<file path="src/rtl/ones_run_accum.sv">
`default_nettype none
// ============================================================================
//  Module   : ones_run_accum
//  Purpose  : Longest run of consecutive 1s across a multi-byte operand that
//             streams in one byte per cycle, MSB byte first. Runs crossing
//             byte boundaries are merged. Valid/ready on input and output.
//  Options  : ONES_RUN_POS_EN adds the max_pos port (MSB index of the run).
//  Revision : 1.0  initial release
// ============================================================================
module ones_run_accum #(
    parameter int WORD_BYTES = 4,
    parameter int RW         = $clog2(8*WORD_BYTES+1)
) (
    input  logic          clk,
    input  logic          rst_n,
    input  logic          in_valid,
    output logic          in_ready,
    input  logic [7:0]    in_byte,
    output logic          out_valid,
    input  logic          out_ready,
    output logic [RW-1:0] max_run,
    output logic          all_ones
`ifdef ONES_RUN_POS_EN
    ,
    output logic [RW-1:0] max_pos
`endif
);

    localparam int         C_W     = 8*WORD_BYTES;
    localparam int         C_CW    = (WORD_BYTES > 1) ? $clog2(WORD_BYTES) : 1;
    localparam logic [1:0] C_IDLE  = 2'd0;
    localparam logic [1:0] C_ACCUM = 2'd1;
    localparam logic [1:0] C_DONE  = 2'd2;

    logic [1:0]      r_state;
    logic [C_CW-1:0] r_cnt;
    logic [RW-1:0]   r_cur;
    logic [RW-1:0]   r_best;

    logic            w_accept;
    logic            w_last;
    logic            w_full;
    logic [RW-1:0]   w_lead;
    logic [RW-1:0]   w_trail;
    logic [RW-1:0]   w_imax;
    logic [RW-1:0]   w_cand;
    logic [RW-1:0]   w_best_nxt;
    logic [RW-1:0]   w_cur_nxt;

`ifdef ONES_RUN_POS_EN
    logic [RW-1:0]   r_pos;
    logic [RW-1:0]   r_start;
    logic [2:0]      w_imax_msb;
    logic [RW-1:0]   w_base;
    logic [RW-1:0]   w_cand_start;
    logic [RW-1:0]   w_start_nxt;
    logic [RW-1:0]   w_pos_nxt;
`endif

    // Handshake and result outputs are decoded from registered state only
    assign in_ready  = (r_state != C_DONE);
    assign out_valid = (r_state == C_DONE);
    assign max_run   = r_best;
    assign all_ones  = (r_best == RW'(C_W));
`ifdef ONES_RUN_POS_EN
    assign max_pos   = r_pos;
`endif

    assign w_accept = in_valid && in_ready;
    assign w_last   = (r_cnt == C_CW'(WORD_BYTES-1));
    assign w_full   = &in_byte;

    // Per-byte scan: leading ones, trailing ones, longest internal run
    always_comb begin : p_byte_scan
        int   v_lead;
        int   v_trail;
        int   v_run;
        int   v_imax;
        int   v_imax_msb;
        logic v_lead_on;
        logic v_trail_on;
        v_lead     = 0;
        v_trail    = 0;
        v_run      = 0;
        v_imax     = 0;
        v_imax_msb = 0;
        v_lead_on  = 1'b1;
        v_trail_on = 1'b1;
        // Scanning MSB first with a strict compare keeps the earliest run on ties
        for (int i = 7; i >= 0; i--) begin
            if (v_lead_on && in_byte[i]) v_lead = v_lead + 1;
            else                         v_lead_on = 1'b0;
            if (in_byte[i]) v_run = v_run + 1;
            else            v_run = 0;
            if (v_run > v_imax) begin
                v_imax     = v_run;
                v_imax_msb = i + v_run - 1;
            end
        end
        for (int i = 0; i < 8; i++) begin
            if (v_trail_on && in_byte[i]) v_trail = v_trail + 1;
            else                          v_trail_on = 1'b0;
        end
        w_lead  = RW'(v_lead);
        w_trail = RW'(v_trail);
        w_imax  = RW'(v_imax);
`ifdef ONES_RUN_POS_EN
        w_imax_msb = 3'(v_imax_msb);
`endif
    end

    assign w_cand    = r_cur + w_lead;
    assign w_cur_nxt = w_full ? (r_cur + RW'(8)) : w_trail;

`ifdef ONES_RUN_POS_EN
    // Word bit index of bit 0 of the byte currently offered
    assign w_base       = RW'((WORD_BYTES - 1 - int'(r_cnt)) * 8);
    // An open run either continues from earlier bytes or starts at bit 7 here
    assign w_cand_start = (r_cur != '0) ? r_start : (w_base + RW'(7));
    assign w_start_nxt  = w_full            ? w_cand_start :
                          (w_trail != '0)   ? (w_base + w_trail - RW'(1)) : '0;
`endif

    // Best-run update; cand is tried before imax so the earlier run wins ties
    always_comb begin
        w_best_nxt = r_best;
`ifdef ONES_RUN_POS_EN
        w_pos_nxt  = r_pos;
`endif
        if (w_cand > w_best_nxt) begin
            w_best_nxt = w_cand;
`ifdef ONES_RUN_POS_EN
            w_pos_nxt  = w_cand_start;
`endif
        end
        if (w_imax > w_best_nxt) begin
            w_best_nxt = w_imax;
`ifdef ONES_RUN_POS_EN
            w_pos_nxt  = w_base + RW'(w_imax_msb);
`endif
        end
    end

    // Control FSM and run accumulators; everything clears on entry to IDLE
    always_ff @(posedge clk) begin
        if (!rst_n) begin
            r_state <= C_IDLE;
            r_cnt   <= '0;
            r_cur   <= '0;
            r_best  <= '0;
`ifdef ONES_RUN_POS_EN
            r_pos   <= '0;
            r_start <= '0;
`endif
        end else begin
            case (r_state)
                C_IDLE, C_ACCUM: begin
                    if (w_accept) begin
                        r_best <= w_best_nxt;
                        r_cur  <= w_cur_nxt;
`ifdef ONES_RUN_POS_EN
                        r_pos   <= w_pos_nxt;
                        r_start <= w_start_nxt;
`endif
                        if (w_last) begin
                            r_cnt   <= '0;
                            r_state <= C_DONE;
                        end else begin
                            r_cnt   <= r_cnt + C_CW'(1);
                            r_state <= C_ACCUM;
                        end
                    end
                end
                C_DONE: begin
                    if (out_ready) begin
                        r_state <= C_IDLE;
                        r_cnt   <= '0;
                        r_cur   <= '0;
                        r_best  <= '0;
`ifdef ONES_RUN_POS_EN
                        r_pos   <= '0;
                        r_start <= '0;
`endif
                    end
                end
                default: begin
                    r_state <= C_IDLE;
                end
            endcase
        end
    end

endmodule
`default_nettype wire

</file>
<file path="config.mk">
export PLATFORM = sky130hd
export DESIGN_NAME = ones_run_accum
export DESIGN_NICKNAME = d
export VERILOG_FILES = /design/src/rtl/ones_run_accum.sv
export SDC_FILE = /design/constraint.sdc
export NUM_CORES = 1
export LEC_CHECK = 0
export BUFFER_PORTS_ARGS = -buffer_cell sky130_fd_sc_hd__buf_2
export CELL_PAD_IN_SITES_DETAIL_PLACEMENT = 1
export CELL_PAD_IN_SITES_GLOBAL_PLACEMENT = 2
export CORE_AREA = 2 2 99 101
export CTS_BUF_LIST = sky130_fd_sc_hd__clkbuf_2 sky130_fd_sc_hd__clkbuf_4 sky130_fd_sc_hd__clkbuf_8
export DETAILED_ROUTE_END_ITERATION = 10
export DIE_AREA = 0 0 101 103
export HOLD_SLACK_MARGIN = 0.15
export PLACE_DENSITY = 0.8
export SLEW_MARGIN = 40
export SYNTH_ARGS = -nofsm -noshare
export SYNTH_HDL_FRONTEND = slang
export SYNTH_SLANG_ARGS = --single-unit
export TNS_END_PERCENT = 10
</file>
<file path="constraint.sdc">
create_clock -name clk -period 15.2 [get_ports clk]
set_input_delay 3.04 -clock clk [delete_from_list [all_inputs] [get_ports clk]]
set_output_delay 3.04 -clock clk [all_outputs]
set_load 0.03 [all_outputs]
</file>
## After elaboration in Yosys (flattened, before gate mapping)

Index checks and enable logic that the tools add are counted.
Widths: inputs -> output; s select.

| cells by class | value |
|---|---|
| add/sub/neg operators | 23 |
| $lt $le $gt $ge | 10 |
| eq/ne operators | 7 |
| mux-type cells | 60 |
| reductions and logical operators | 21 |

Operators by type and width:

| kind | count |
|---|---|
| $mux 32 | 13 |
| $gt 32x32->1 | 7 |
| $add 32x2->32 const B | 6 |
| $mux 6 | 21 |
| $add 6x2->6 const B | 12 |
| $gt 32x1->1 const B | 1 |
| $pmux 6 s2 | 2 |
| $mux 1 | 16 |
| $logic_and 1x1->1 | 15 |
| $gt 6x6->1 | 2 |
| $mux 2 | 6 |
| $pmux 2 s2 | 2 |
| $reduce_and 8->1 | 1 |
| $add 6x4->6 const B | 1 |
| $add 6x6->6 | 1 |
| $eq 6x6->1 const B | 1 |
| $add 1x1->2 const B | 2 |
| $eq 2x2->1 const B | 2 |
| $ne 2x2->1 const B | 2 |
| $reduce_and 3->1 | 1 |
| $add 2x1->2 const B | 1 |
| $eq 2x1->1 const B | 1 |
| $logic_not 2->1 | 1 |
| $ne 2x1->1 const B | 1 |
| 3 further kinds | 3 |

| word-level totals | value |
|---|---|
| bits in registers | 16 |
| input bits | 12 |
| output and inout bits | 9 |
| word-level logic and storage cells | 125 |

## Longest topological paths before layout

| logic depth | value |
|---|---|
| depth in word-level cells | 22 |
| gate-level depth with buffers | 62 |
| gate-level depth less buffers | 62 |

## Least setup slack after synthesis

OpenSTA, ideal clock, no wires.

| timing path | value |
|---|---|
| path kind | input to register |
| from | input port in_byte[6] |
| to | register r_best[0], in the netlist max_run[0] |
| library setup time | 0.122 ns |
| arrival time | 13.352 ns |
| data required time | 15.078 ns |
| slack | 1.727 ns |
| stages on the path | 59 |
| buffers on the path | 0 |
| cell sequence | ha_1 ha_1 nand2_1 inv_1 ha_1 a211oi_4 nor2b_1 o21ai_0 ha_1 a21o_1 o41ai_1 o2111a_1 or3_4 mux2i_1 ha_1 nand2_1 nand2_1 nor4_1 [23 not listed] o21a_1 o21a_1 o22a_1 inv_1 nor2_1 a21oi_1 ha_1 nor2b_1 o21ai_0 nand2b_1 a21oi_1 nor2b_1 o21ai_0 a32oi_1 nand3_1 nand2b_1 inv_1 a221o_1 |

| between the ends | value |
|---|---|
| longest elaborated chain between the ends | 21 |

RTL lines:

| element | line | source |
|---|---|---|
| from (decl) | 18 | `input logic [7:0] in_byte,` |
| branches (longest 18 deep; another with $add 32x2->32) | n/a |  |
| $mux 6 (*) | 136 | `if (w_imax > w_best_nxt) begin` |
| $mux 6 (*) | 158 | `if (w_accept) begin` |
| $pmux 6 s2 (*) | 156 | `case (r_state)` |
| to (signal assigned) | 159 | `r_best <= w_best_nxt;` |
| to (decl) | 38 | `logic [RW-1:0] r_best;` |

Mark *: on every way between the ends. The select of a mux whose other input is x is not followed.
A chain may end at the register's enable or synchronous reset.

## Worst setup path after layout

| timing path | value |
|---|---|
| from | input port in_byte[7] |
| to | register r_best[3], in the netlist max_run[3] |

| between the ends | value |
|---|---|
| longest elaborated chain between the ends | 22 |

RTL lines:

| element | line |
|---|---|
| branches (longest 19 deep; another with $gt 32x1->1) | n/a |
| $mux 6 (*) | 136 |
| $mux 6 (*) | 158 |
| $pmux 6 s2 (*) | 156 |

Marked as above.

==> run summary <==
clock slew at reported path FFs - 0.07 ns
final instance area - 3760 um2
area of the die - 10,400 um2
Floorplan Core Area - 9460 um2
number of global-route vias before repair - 3,328
number of library cell types mapped by synthesis - 59
post-detailed-route via-to-cell ratio - 5.42
I/O pin total - 21
leading cell type in the layout, fill and taps excluded - sky130_fd_sc_hd__ha_1
post-synthesis instance total - 463
number of pins with negative max-slew slack in the final report - 0
leakage power summed over all cells - 1.76 nW
startpoint kind of the worst setup timing path - primary input
clock sink count - 16
fraction of layout cells with a size suffix above 1 - 0.125
worst setup slack after placement - 0.281 ns
count of input and output buffers - 20
top cells by area in the synthesized netlist - sky130_fd_sc_hd__ha_1 21%, sky130_fd_sc_hd__dfxtp_1 9.5%, sky130_fd_sc_hd__nor2_1 5.5%, sky130_fd_sc_hd__nand2_1 5.1%, sky130_fd_sc_hd__inv_1 5.0%
total negative slack for setup checks - 0 ns
row cnt - 36
Inserted Clock Buffers - 3
global-route wire length before repair - 15,800 um
routed len/inst - 15.8 um
TritonCTS clock tree - done
placed insts - 601
EDFF count, synth - 0
antenna violation net count after detailed routing - 0
share of the yosys chip area belonging to registers - 0.0950
skew final - 0.000815 ns
worst hold-check slack - 0.503 ns
actual slew at the worst max-slew pin - 0.830 ns
detailed-routing iteration count for the pre-antenna-repair pass - 6
cell area after technology mapping - 3370 um2
number of antenna violations at the first check in global routing - 0
final critical delay including setup and external delays - 14.26 ns
final instance count without filler cells - 610
Area Overhead vs Synth - 11.4%
maximum number of pins on one net before global-route repair - 15
total power density per cell area - 61.6 nW/um2
run status - finished, final reports clean
die boundary width - 101 um
Maximum Capacitance Violations - 0
post-synthesis sequential element count - 16
count of yosys warnings during synthesis - 0
Final period util - 0.938
critical path startpoint - in_byte[7]
required time reported for the critical path endpoint - 15.39 ns
# H-tree levels - 1
number of buffers on the longest clock path - 2
delay of the slowest cell on the worst path - 0.42 ns
global-route usage over all layers - 0.186
Final #Nets - 566
largest fanout of any net on the critical path - 8
top library cells by usage in the layout, fill and taps aside - 55 x sky130_fd_sc_hd__ha_1, 48 x sky130_fd_sc_hd__nor2_1, 46 x sky130_fd_sc_hd__nand2_1
Placement Cell Area - 3640 um2
overall power of the completed layout - 231 uW
footprint of the flip-flops and latches - 320 um2
violation count after the first detailed-routing iteration - 59
fraction of the core area covered by cells at the end of the flow - 0.397
clock latency on the worst-skew pair - 0.25 ns
Filler Cell Count - 1,228
detailed placement HPWL - 8060 um
maximum vdd drop - 19.1 uV
quantity of hold-fixing buffers added after cts - 0
starting density of the core - 0.357
GRT Residual Overflow - 0
async set-reset flop share out of synthesis - 0
worst endpoint data arrival time - 14.45 ns
cell accounting for the most synthesized area - sky130_fd_sc_hd__ha_1
Total Wirelength - 9630 um
Worst setup endpoint - max_run[3]
Vias - 3,309
cell type of the slowest stage on the worst timing path - sky130_fd_sc_hd__or3_1
die height - 103 um
Final Wtd Congestion - 0.834
number of hold-slack violations in the final timing report - 0
element type at the critical path end - register
count of inserted antenna diode cells - 0
number of design rule violations left after detail routing - 0
Final Worst Setup Slack - 0.941 ns
FF-to-FF setup slack - 10.33 ns
critical path type - primary input to register
clock root buffer - sky130_fd_sc_hd__clkbuf_8
depth of the worst register-to-register path - 23
critical register-to-register path endpoint - max_run[3]
Fmax - 70.1 MHz
area occupied by multi-input gates - 2900 um2
cell with the most instances on the worst path - sky130_fd_sc_hd__ha_1
Relative slew margins - 0.444
mean post-synth cell area - 7.29 um2
startpoint of the most critical register-to-register path - r_cur[0]
share of the synthesized area in the top cell type - 0.208
worst min-delay path category - register to register
most common flop cell mapped by yosys - sky130_fd_sc_hd__dfxtp_1
total of endpoints with negative setup slack in the final report - 0
## synth_stat cells, types with 3 or more instances
cell / count
sky130_fd_sc_hd__ha_1: 56
sky130_fd_sc_hd__nor2_1: 49
sky130_fd_sc_hd__nand2_1: 46
sky130_fd_sc_hd__inv_1: 45
sky130_fd_sc_hd__o21ai_0: 25
sky130_fd_sc_hd__a21oi_1: 24
sky130_fd_sc_hd__xnor2_1: 19
sky130_fd_sc_hd__dfxtp_1: 16
sky130_fd_sc_hd__nand3_1: 15
sky130_fd_sc_hd__mux2_2: 12
sky130_fd_sc_hd__nor3_1: 12
sky130_fd_sc_hd__mux2i_1: 11
sky130_fd_sc_hd__clkbuf_1: 9
sky130_fd_sc_hd__nand2b_1: 9
sky130_fd_sc_hd__o21a_1: 9
sky130_fd_sc_hd__xor2_1: 9
sky130_fd_sc_hd__and2_1: 7
sky130_fd_sc_hd__nor2b_1: 7
sky130_fd_sc_hd__a21o_1: 6
sky130_fd_sc_hd__a31oi_1: 6
sky130_fd_sc_hd__nand4_1: 6
sky130_fd_sc_hd__a22oi_1: 5
sky130_fd_sc_hd__a21boi_0: 3
sky130_fd_sc_hd__a221oi_1: 3
sky130_fd_sc_hd__and3_1: 3
sky130_fd_sc_hd__and4_1: 3
sky130_fd_sc_hd__mux2_4: 3
sky130_fd_sc_hd__nand4b_1: 3
sky130_fd_sc_hd__nor4_1: 3
sky130_fd_sc_hd__o211ai_1: 3
## layer usage
layer	vias up	part of all wire	wire, um	track usage
met4	0	0.013	123	0.0416
met3	14	0.011	103	0.00407
met2	33	0.50	4840	0.354
li1	1699	-	-	-
met5	-	0	0	0
met1	1563	0.47	4560	0.235
## power breakdown
| part | internal (mW) | switching (mW) | total, mW |
|---|---|---|---|
| clock network | 0.0230 | 0.0161 | 0.0391 |
| logic | 0.0667 | 0.0789 | 0.146 |
| registers | 0.0441 | 0.00266 | 0.0467 |
| total | 0.134 | 0.0976 | 0.231 |
## worst min-delay path by stage
stage | from | endpoint | cells past startpoint | slack, ns
2_1_floorplan | r_state[1] | r_state[0] | 1 | 0.46
3_3_place_gp | r_cur[5] | r_cur[5] | 2 | 0.48
3_5_place_dp | r_cur[3] | r_cur[3] | 2 | 0.50
4_1_cts | r_cur[3] | r_cur[3] | 2 | 0.51
5_1_grt | r_cur[3] | r_cur[3] | 2 | 0.53
6_report | r_cur[3] | r_cur[3] | 2 | 0.50
## registers in the layout (all words and copies together) (netlist names)
signal	flops
max_run	6
r_cur	6
r_state	2
r_cnt	2
## kinds of logic after synthesis
family                   Yosys count  share of synthesized area
buffers and inverters             55                     0.0634
multiplexers                      26                     0.0861
flip-flops                        16                     0.0950
other                              2                    0.00223
AND/OR/NAND/NOR                  172                      0.251
AO/OA/AOI/OAI                    106                      0.213
adder cells (fa/ha/maj)           58                      0.217
XOR/XNOR                          28                     0.0727
## cell type report
cell class,count,share of cell area
Sequential cell,16,0.0853
Multi-Input combinational cell,402,0.772
Clock buffer,4,0.0147
Inverter,45,0.0450
Tap cell,114,0.0380
Timing Repair Buffer,29,0.0446
## critical path: cells and delay by family
| family | cells | cell delay, ns |
|---|---|---|
| AOI/OAI and AO/OA | 27 | 4.29 |
| adders and majority gates | 10 | 2.76 |
| and+or+nand+nor | 16 | 2.49 |
| muxes | 4 | 1.23 |
| buffers and inverters | 5 | 0.63 |
## timing repair
item                                    in CTS  in global routing
buffers inserted                             0                  5
resized for setup                            0                 10
endpoints found under the setup margin       0                  6
(Power assumes the default switching activity.)
